`src/rtl/cpu_pkg.sv`:
```
// Shared constants for the MIPS core: ALU control codes produced by the
// decode-stage ALU decoder and the EX forwarding select encodings.
package cpu_pkg;

    localparam logic [2:0] ALU_AND = 3'b000;
    localparam logic [2:0] ALU_OR  = 3'b001;
    localparam logic [2:0] ALU_ADD = 3'b010;
    localparam logic [2:0] ALU_SUB = 3'b110;
    localparam logic [2:0] ALU_SLT = 3'b111;

    localparam logic [1:0] FWD_REG = 2'b00;
    localparam logic [1:0] FWD_MEM = 2'b01;
    localparam logic [1:0] FWD_WB  = 2'b10;

    // Overflow is only meaningful for add/sub.
    function automatic logic is_arith(input logic [2:0] ctrl);
        return (ctrl == ALU_ADD) || (ctrl == ALU_SUB);
    endfunction

endpackage

```
`src/rtl/alu_core.sv`:
```
// Combinational ALU: add/sub/and/or/slt with zero and signed-overflow flags.
// Unknown control codes produce a zero result and no overflow.
module alu_core
    import cpu_pkg::*;
#(
    parameter int WIDTH = 32
) (
    input  logic [WIDTH-1:0] a,
    input  logic [WIDTH-1:0] b,
    input  logic [2:0]       ctrl,
    output logic [WIDTH-1:0] result,
    output logic             zero,
    output logic             ovf
);

    logic [WIDTH-1:0] sum;
    logic [WIDTH-1:0] diff;
    logic             a_neg;
    logic             b_neg;

    assign sum   = a + b;
    assign diff  = a - b;
    assign a_neg = a[WIDTH-1];
    assign b_neg = b[WIDTH-1];

    always_comb begin
        result = '0;
        ovf    = 1'b0;
        case (ctrl)
            ALU_ADD: begin
                result = sum;
                ovf    = (a_neg == b_neg) && (sum[WIDTH-1] != a_neg);
            end
            ALU_SUB: begin
                result = diff;
                ovf    = (a_neg != b_neg) && (diff[WIDTH-1] != a_neg);
            end
            ALU_AND: result = a & b;
            ALU_OR:  result = a | b;
            ALU_SLT: result = {{(WIDTH-1){1'b0}}, ($signed(a) < $signed(b))};
            default: result = '0;
        endcase
        if (!is_arith(ctrl)) begin
            ovf = 1'b0;
        end
    end

    assign zero = (result == '0);

endmodule

```
`src/rtl/id_ex_alu_stage.sv`:
```
// Execute stage: ID/EX register, operand forwarding muxes, ALU and EX/MEM
// register. stall_e holds both registers and overrides flush_e.
module id_ex_alu_stage
    import cpu_pkg::*;
#(
    parameter int WIDTH      = 32,
    parameter int REG_ADDR_W = 5
) (
    input  logic                  clk,
    input  logic                  rst_n,
    input  logic                  valid_d,
    input  logic [2:0]            alu_ctrl_d,
    input  logic [WIDTH-1:0]      rs_val_d,
    input  logic [WIDTH-1:0]      rt_val_d,
    input  logic [WIDTH-1:0]      imm_d,
    input  logic                  alu_src_d,
    input  logic [REG_ADDR_W-1:0] dst_d,
    input  logic                  reg_write_d,
    input  logic                  stall_e,
    input  logic                  flush_e,
    input  logic [1:0]            fwd_a_e,
    input  logic [1:0]            fwd_b_e,
    input  logic [WIDTH-1:0]      wb_result_w,
    output logic [REG_ADDR_W-1:0] dst_e,
    output logic                  reg_write_e,
    output logic                  valid_m,
    output logic [WIDTH-1:0]      alu_result_m,
    output logic [WIDTH-1:0]      write_data_m,
    output logic                  zero_m,
    output logic                  ovf_m,
    output logic [REG_ADDR_W-1:0] dst_m,
    output logic                  reg_write_m
);

    logic             valid_e;
    logic [2:0]       alu_ctrl_e;
    logic [WIDTH-1:0] rs_val_e;
    logic [WIDTH-1:0] rt_val_e;
    logic [WIDTH-1:0] imm_e;
    logic             alu_src_e;

    logic [WIDTH-1:0] src_a;
    logic [WIDTH-1:0] rt_fwd;
    logic [WIDTH-1:0] src_b;
    logic [WIDTH-1:0] alu_result;
    logic             alu_zero;
    logic             alu_ovf;

    always_ff @(posedge clk or negedge rst_n) begin
        if (!rst_n) begin
            valid_e     <= 1'b0;
            alu_ctrl_e  <= '0;
            rs_val_e    <= '0;
            rt_val_e    <= '0;
            imm_e       <= '0;
            alu_src_e   <= 1'b0;
            dst_e       <= '0;
            reg_write_e <= 1'b0;
        end else if (stall_e) begin
            valid_e <= valid_e;
        end else if (flush_e) begin
            valid_e     <= 1'b0;
            alu_ctrl_e  <= '0;
            rs_val_e    <= '0;
            rt_val_e    <= '0;
            imm_e       <= '0;
            alu_src_e   <= 1'b0;
            dst_e       <= '0;
            reg_write_e <= 1'b0;
        end else begin
            valid_e     <= valid_d;
            alu_ctrl_e  <= alu_ctrl_d;
            rs_val_e    <= rs_val_d;
            rt_val_e    <= rt_val_d;
            imm_e       <= imm_d;
            alu_src_e   <= alu_src_d;
            dst_e       <= dst_d;
            reg_write_e <= reg_write_d & valid_d;
        end
    end

    // Code 11 is unused and falls back to the latched register value.
    always_comb begin
        case (fwd_a_e)
            FWD_MEM: src_a = alu_result_m;
            FWD_WB:  src_a = wb_result_w;
            default: src_a = rs_val_e;
        endcase
        case (fwd_b_e)
            FWD_MEM: rt_fwd = alu_result_m;
            FWD_WB:  rt_fwd = wb_result_w;
            default: rt_fwd = rt_val_e;
        endcase
        src_b = alu_src_e ? imm_e : rt_fwd;
    end

    alu_core #(.WIDTH(WIDTH)) u_alu (
        .a      (src_a),
        .b      (src_b),
        .ctrl   (alu_ctrl_e),
        .result (alu_result),
        .zero   (alu_zero),
        .ovf    (alu_ovf)
    );

    // A bubble is gated to all-zero so forwarded values cannot leak into it.
    always_ff @(posedge clk or negedge rst_n) begin
        if (!rst_n) begin
            valid_m      <= 1'b0;
            alu_result_m <= '0;
            write_data_m <= '0;
            zero_m       <= 1'b0;
            ovf_m        <= 1'b0;
            dst_m        <= '0;
            reg_write_m  <= 1'b0;
        end else if (!stall_e) begin
            valid_m      <= valid_e;
            alu_result_m <= valid_e ? alu_result : '0;
            write_data_m <= valid_e ? rt_fwd : '0;
            zero_m       <= valid_e & alu_zero;
            ovf_m        <= valid_e & alu_ovf;
            dst_m        <= valid_e ? dst_e : '0;
            reg_write_m  <= valid_e & reg_write_e;
        end
    end

endmodule

```
`config.mk`:
```
export PLATFORM = sky130hd
export DESIGN_NAME = id_ex_alu_stage
export DESIGN_NICKNAME = d
export VERILOG_FILES = /design/src/rtl/cpu_pkg.sv /design/src/rtl/alu_core.sv /design/src/rtl/id_ex_alu_stage.sv
export SDC_FILE = /design/constraint.sdc
export NUM_CORES = 1
export LEC_CHECK = 0
export ABC_CLOCK_PERIOD_IN_PS = 4900
export BUFFER_PORTS_ARGS = -buffer_cell sky130_fd_sc_hd__buf_2
export CORE_ASPECT_RATIO = 0.75
export CORE_MARGIN = 2
export CORE_UTILIZATION = 45
export CTS_CLUSTER_SIZE = 30
export DETAILED_ROUTE_END_ITERATION = 10
export GPL_ROUTABILITY_DRIVEN = 1
export PLACE_DENSITY = 0.66
export SYNTH_ARGS = -nofsm -noshare
export SYNTH_HDL_FRONTEND = slang
export SYNTH_SLANG_ARGS = --single-unit
```
`constraint.sdc`:
```
create_clock -name clk -period 4.9 [get_ports clk]
set_input_delay 0.245 -clock clk [delete_from_list [all_inputs] [get_ports clk]]
set_output_delay 0.245 -clock clk [all_outputs]
set_load 0.005 [all_outputs]
```
==> reports/qor.yml, run 1 <==
clocking:
  clk_latency_ps: 450
  htreeDepth: 4
  cts_buffers: 17
  ctsLongestPathBuffers: 2
  clk_pin_slew_ps: 70
  cts_tree: "built"
  root_buffer: "clkbuf_16"
  cts_sinks: 180
die:
  design.core.area_um2: 30280
  fp.dieArea_um2: 32260
  initial_utilization_pct: 45.81
  dieHeight_um: 156.0
  fp-row-count: 55
  pin_count: 226
  die_w_um: 206.7
drt:
  initialDrtViolationCount: 1386
  num_vias: 14840
  drt-total-wl_um: 54770
  wl_per_cell_um: 21.24
  via_per_inst: 5.754
  ant_nets: 0
  dr.pass1.iters: 6
  remaining_drc_errors: 0
global_route:
  grt.total_usage_pct: 33.85
  gr-total-overflow: 0
  grt_start_max_net_pins: 122
  grt_pass1_wl_um: 82940
  antenna_found_initial: 2
  first_global_vias: 14620
setup_path:
  crit_type: "reg -> reg"
  cp_max_fo: 4
  end_kind: "register"
  required_ps: 5250
  start_kind: "register"
  arrival_ps: 5060
synth:
  synth_edf_count: 0
  syn_inst: 1795
  ys_seq_elements: 180
  ys_types: 84
  ys_async_sr_fraction_pct: 100.0
  netlist_area_um2: 13870
  synth_seq_area_share_pct: 32.47
  syn-mean-instance-area_um2: 7.727
  yosysWarningCount: 0
  synth_nets: 2058
  synth_flop_cell: "dfrtp_1"
power:
  p_leak_uw: 0.008278
  power_uw: 5158
  max-vdd-ir-drop_mv: 0.2368
  power_density_nw_per_um2: 291.9
placed_design:
  placed_cells: 2542
  place_ws_ps: -460.4
  place_congestion: 1.003
  dp_hpwl_um: 43070
  numPortBuffers: 225
sta:
  setup_viol: 0
  drv_slew: 0
  worst_pin_slew_ps: 1229
  min_period_ps: 4710
  fin_ws_ps: 189.7
  min_period_over_period_pct: 96.13
  fin_worst_skew_ps: 11.39
  relSlewSlack_pct: 17.77
  rsz0062_at_grt: "no"
  hold_viol_final: 0
  setup_tns_ps: 0
  hold_ws_ps: 14.27
  fmax_mhz: 212.3
run:
  maxCapViolCount: 0
finish:
  drive_above_1_share_pct: 25.56
  fin_cells: 2579
  nets: 2429
  synthToLayoutAreaGrowth_pct: 27.40
hold_path:
  hold_path_class: "in -> reg"
status:
  outcome: "completed"
[layout make-up]
cell class	instances	area (µm²)
fillers	2870	12610
repair buffers	488	3209
clock inverters	15	143.9
inverters	101	381.6
flip-flops and latches	180	4507
multi-input cells	1378	8503
clock buffers	17	425.4
diodes	1	2.502
well taps	399	499.2
[metal layers]
metal  GRT usage (%)  wire, µm
met1           45.43     23450
met2           52.60     24330
met3           6.454      4387
met4           15.94      2583
met5               0        12
[Yosys cell counts, types with 8 or more instances]
master | number | area share (%)
buf_2 | 10 | 0.36
nand2b_1 | 111 | 5.0
a22o_1 | 18 | 1.1
nor2b_1 | 12 | 0.54
a21oi_1 | 109 | 3.9
o21bai_1 | 8 | 0.43
nand4_1 | 9 | 0.41
nand2_1 | 291 | 7.9
ha_1 | 114 | 10
nor4_1 | 10 | 0.45
o21a_1 | 9 | 0.49
nor2_1 | 103 | 2.8
o211ai_1 | 15 | 0.81
buf_1 | 13 | 0.35
nand3_1 | 18 | 0.65
o22ai_1 | 15 | 0.68
inv_1 | 99 | 2.7
a22oi_1 | 64 | 3.5
nor3_1 | 20 | 0.72
o21ai_0 | 267 | 9.6
clkbuf_1 | 110 | 3.0
xnor2_1 | 17 | 1.1
dfrtp_1 | 180 | 32
o31ai_1 | 8 | 0.43
a211oi_1 | 21 | 1.1
[sequential cells by signal, summed over array words and instances (netlist names)]
name and flops:
reg_write_e 1, dst_e 5, reg_write_m 1, alu_ctrl_e 3
imm_e 32, rt_val_e 32, dst_m 5, valid_m 1
zero_m 1, alu_result_m 32, valid_e 1, alu_src_e 1
write_data_m 32, rs_val_e 32, ovf_m 1
[logic make-up after synthesis]
logic type                 Yosys count  synth area share, %
AOI/OAI and AO/OA                  617                27.70
adders and majority gates          116                10.57
buffers and inverters              237                6.684
and+or+nand+nor                    613                20.47
DFF                                180                32.47
muxes                                8               0.5863
xor gates and xnor gates            24                1.515
[what timing repair did]
action	CTS	global route
setup endpoints to repair	1	2
hold endpoints to repair	51	0
hold buffers	1	0
resized for setup	3	15
pin swaps	0	2
buffers inserted	0	3
[cells in the final DEF, fill, tap and decap left out, drive strengths merged, types with 7 or more instances in the layout]
cell type,instances
and3,7
inv,107
xor2,7
nor2b,12
ha,114
o21a,9
o22ai,15
xnor2,17
a211oi,23
or4,8
or2,7
nand4,9
dfrtp,180
nand2,291
clkinvlp,7
o211ai,15
buf,486
nand2b,111
nand3,18
mux2i,7
clkbuf,18
o31ai,8
a22oi,64
nor2,103
a21o,7
a31oi,7
nor3,21
o21ai,270
o21bai,9
a21oi,111
a221oi,8
a22o,18
nor4,10
[worst max-delay path: stages, from the launching register on]
cell and delay [ps]:
dfrtp_1 460, a22oi_1 220, nor2_1 60, a21oi_1 150
o21ai_0 100, buf_4 160, inv_1 150, buf_4 140
ha_1 120, o21ba_2 170, or4_4 450, a21oi_2 290
o31a_1 290, a21boi_1 190, o211a_1 220, nand2_1 80
nor4_2 260, buf_4 150, nand4_1 150, or4_4 520
o41ai_2 260
[path summary, 6_finish.rpt]
kind | start | end | slack [ps] | cells after the start
min in group asynchronous | rst_n | rt_val_e[27] | 320 | 2
worst min-delay path | dst_d[2] | dst_e[2] | 10 | 2
max in group asynchronous | rst_n | alu_ctrl_e[0] | 3490 | 3
worst max register to register | alu_result_m[1] | zero_m | 190 | 20
worst min register to register | imm_e[7] | imm_e[7] | 480 | 2
worst max-delay path | alu_result_m[1] | zero_m | 190 | 20
[power breakdown]
group	internal [µW]	switching, µW	total [µW]
Combinational	909	1230	2140
Sequential	1580	81.2	1660
Clock	709	643	1350
Total	3200	1960	5160
[through the flow]
stage / instance area (µm²) / util (%)
floorplan: 13870 / -
global placement: 17010 / 56.17
detailed placement: 17010 / 56.17
CTS: 17600 / 58.11
global route: 17670 / 58.36
finish: 17670 / 58.36
No activity file was read; power rests on OpenSTA's default activity.
==> inputs of run 2 (changes only) <==
ABC_CLOCK_PERIOD_IN_PS = 5600   (was 4900)
clock period = 5.6 ns   (was 4.9 ns; I/O delays follow)
==> run 2 against run 1 <==
Compared with the run above:
- worst setup slack improved by 41 ps
- power shrank 19%
- sequential power down 11%
- design area shrank 8.9%
- critical path type is now in -> reg
==> reports/qor.yml, run 2 (same netlist as run 1, synthesis figures left out) <==
global_route:
  antenna_found_initial: 2  # unchanged
  gr-total-overflow: 0  # unchanged
  grt_start_max_net_pins: 114  # was 122
  first_global_vias: 13300  # was 14620
  grt_pass1_wl_um: 77020  # was 82940 µm
  grt.total_usage_pct: 31.61  # was 33.85%
power:
  p_leak_uw: 0.007336  # was 0.008278 µW
  max-vdd-ir-drop_mv: 0.1874  # was 0.2368 mV
  power_density_nw_per_um2: 259.7  # was 291.9 nW/µm²
finish:
  drive_above_1_share_pct: 17.93  # was 25.56%
  fin_cells: 2385  # was 2579
  synthToLayoutAreaGrowth_pct: 16.11  # was 27.40%
  nets: 2236  # was 2429
  diodes: 0  # was 1
  layout.cells.most_common_list: "291 x nand2_1, 265 x o21ai_0, 222 x buf_2"  # was 291 x nand2_1, 261 x o21ai_0, 254 x buf_4
  fin_util_pct: 53.19  # was 58.36%
  final_common_cell: "nand2_1"  # unchanged
drt:
  initialDrtViolationCount: 1237  # was 1386
  via_per_inst: 5.858  # was 5.754
  dr.pass1.iters: 8  # was 6
  num_vias: 13970  # was 14840
  drt-total-wl_um: 51490  # was 54770 µm
  ant_nets: 0  # unchanged
  wl_per_cell_um: 21.59  # was 21.24 µm
  remaining_drc_errors: 0  # unchanged
die:
  dieHeight_um: 156.0  # unchanged
  pin_count: 226  # unchanged
  initial_utilization_pct: 45.81  # unchanged
  die_w_um: 206.7  # unchanged
  fp.dieArea_um2: 32260  # unchanged
  fp-row-count: 55  # unchanged
  design.core.area_um2: 30280  # unchanged
sta:
  rsz0062_at_grt: "no"  # unchanged
  min_period_ps: 5370
  drv_slew: 0  # unchanged
  setup_viol: 0  # unchanged
  relSlewSlack_pct: 33.53  # was 17.77%
  hold_viol_final: 0  # unchanged
  fin_worst_skew_ps: 12.40  # was 11.39 ps
  worst_pin_slew_ps: 997.0  # was 1229 ps
  fmax_mhz: 186.2
  fin_ws_ps: 230.2  # was 189.7 ps
  min_period_over_period_pct: 95.89
placed_design:
  numPortBuffers: 225  # unchanged
  placed_cells: 2352  # was 2542
  place_ws_ps: -383.6  # was -460.4 ps
  dp_hpwl_um: 39420  # was 43070 µm
  place_congestion: 1.001  # was 1.003
setup_path:
  start_kind: "primary input"  # was register
  cp_max_fo: 27  # was 4
  crit_family: "simple AND/OR/NAND/NOR gates"  # was compound AO/OA/AOI/OAI gates
  slowest_stage: "ha_2"  # was or4_4
  path_buf_inv: 4  # unchanged
  end_kind: "register"  # unchanged
  crit_type: "in -> reg"  # was reg -> reg
  required_ps: 5940  # was 5250 ps
  arrival_ps: 5710  # was 5060 ps
  crit_chain: "buf_2 -> inv_1 -> ha_2 -> buf_4 -> buf_4 -> o21ai_0 -> ha_1 -> or2_2 -> nor3_1 -> nand3_1 -> or3_1 -> o311ai_2 -> nand2_1 -> nor3_1 -> nand4_1 -> or4_4 -> o41ai_2"  # was a22oi_1 -> nor2_1 -> a21oi_1 -> o21ai_0 -> buf_4 -> inv_1 -> buf_4 -> ha_1 -> o21ba_2 -> or4_4 -> a21oi_2 -> o31a_1 -> a21boi_1 -> o211a_1 -> nand2_1 -> nor4_2 -> buf_4 -> nand4_1 -> or4_4 -> o41ai_2
  slowest_delay_ps: 600  # was 520 ps
clocking:
  clk_latency_ps: 450  # about the same
  root_buffer: "clkbuf_16"  # unchanged
  cts_tree: "built"  # unchanged
  cts_buffers: 17  # unchanged
  clk_pin_slew_ps: 70  # about the same
  postCtsSetupRepairBufs: 0  # unchanged
  cts_sinks: 180  # unchanged
  ctsLongestPathBuffers: 2  # unchanged
  htreeDepth: 4  # unchanged
hold_path:
  hold_path_class: "in -> reg"  # unchanged
run:
  maxCapViolCount: 0  # unchanged
status:
  outcome: "completed"  # unchanged
## run 2: report_power, final
part / total, µW / internal (µW) / leakage [µW] / switching [µW]
sequential: 1470 / 1390 / 0.00240 / 85.2
clock: 1190 / 631 / 0.000274 / 562
combinational: 1520 / 556 / 0.00466 / 963
## run 2: path summary, 6_finish.rpt
| path | startpoint | endpoint | slack, ps | cells after the start |
|---|---|---|---|---|
| max reg2reg | alu_src_e | zero_m | 350 | 14 |
| max | fwd_a_e[0] | zero_m | 230 | 17 |
| min reg2reg | write_data_m[28] | write_data_m[28] | 480 | 2 |
| min in group asynchronous | rst_n | valid_m | 520 | 2 |
| max in group asynchronous | rst_n | alu_src_e | 3660 | 3 |
| min | dst_d[1] | dst_e[1] | 50 | 2 |
## run 2: through the flow
stage	hold WS (ps)	power (µW)	TNS (ps)	area [µm²]
detailed placement	451.2	2982	-383.6	15520
floorplan	-15.59	2421	0	13870
CTS	32.32	4172	0	16100
finish	51.79	4183	0	16110
global placement	454.4	2976	-384.5	15520
global route	38.35	4398	0	16110
## run 2: what timing repair did
| item | 4_1_cts | 5_1_grt |
|---|---|---|
| setup endpoints to repair | 0 | 1 |
| endpoints found under the hold margin | 53 | 0 |
| hold buffers | 1 | 0 |
| resized for setup | 0 | 4 |
## run 2: layout make-up
type	count	area, µm²
well taps	399	499.2
repair buffers	295	1697
fillers	2978	14170
multi-input cells	1378	8454
clock inverters	13	121.4
clock buffers	19	442.9
flip-flops and latches	180	4509
inverters	101	381.6
## run 2: layer usage
| layer | global-route usage [%] | wire [µm] |
|---|---|---|
| met3 | 5.493 | 3890 |
| met5 | 0 | 27 |
| met2 | 50.90 | 23750 |
| met4 | 13.85 | 2144 |
| met1 | 41.73 | 21680 |
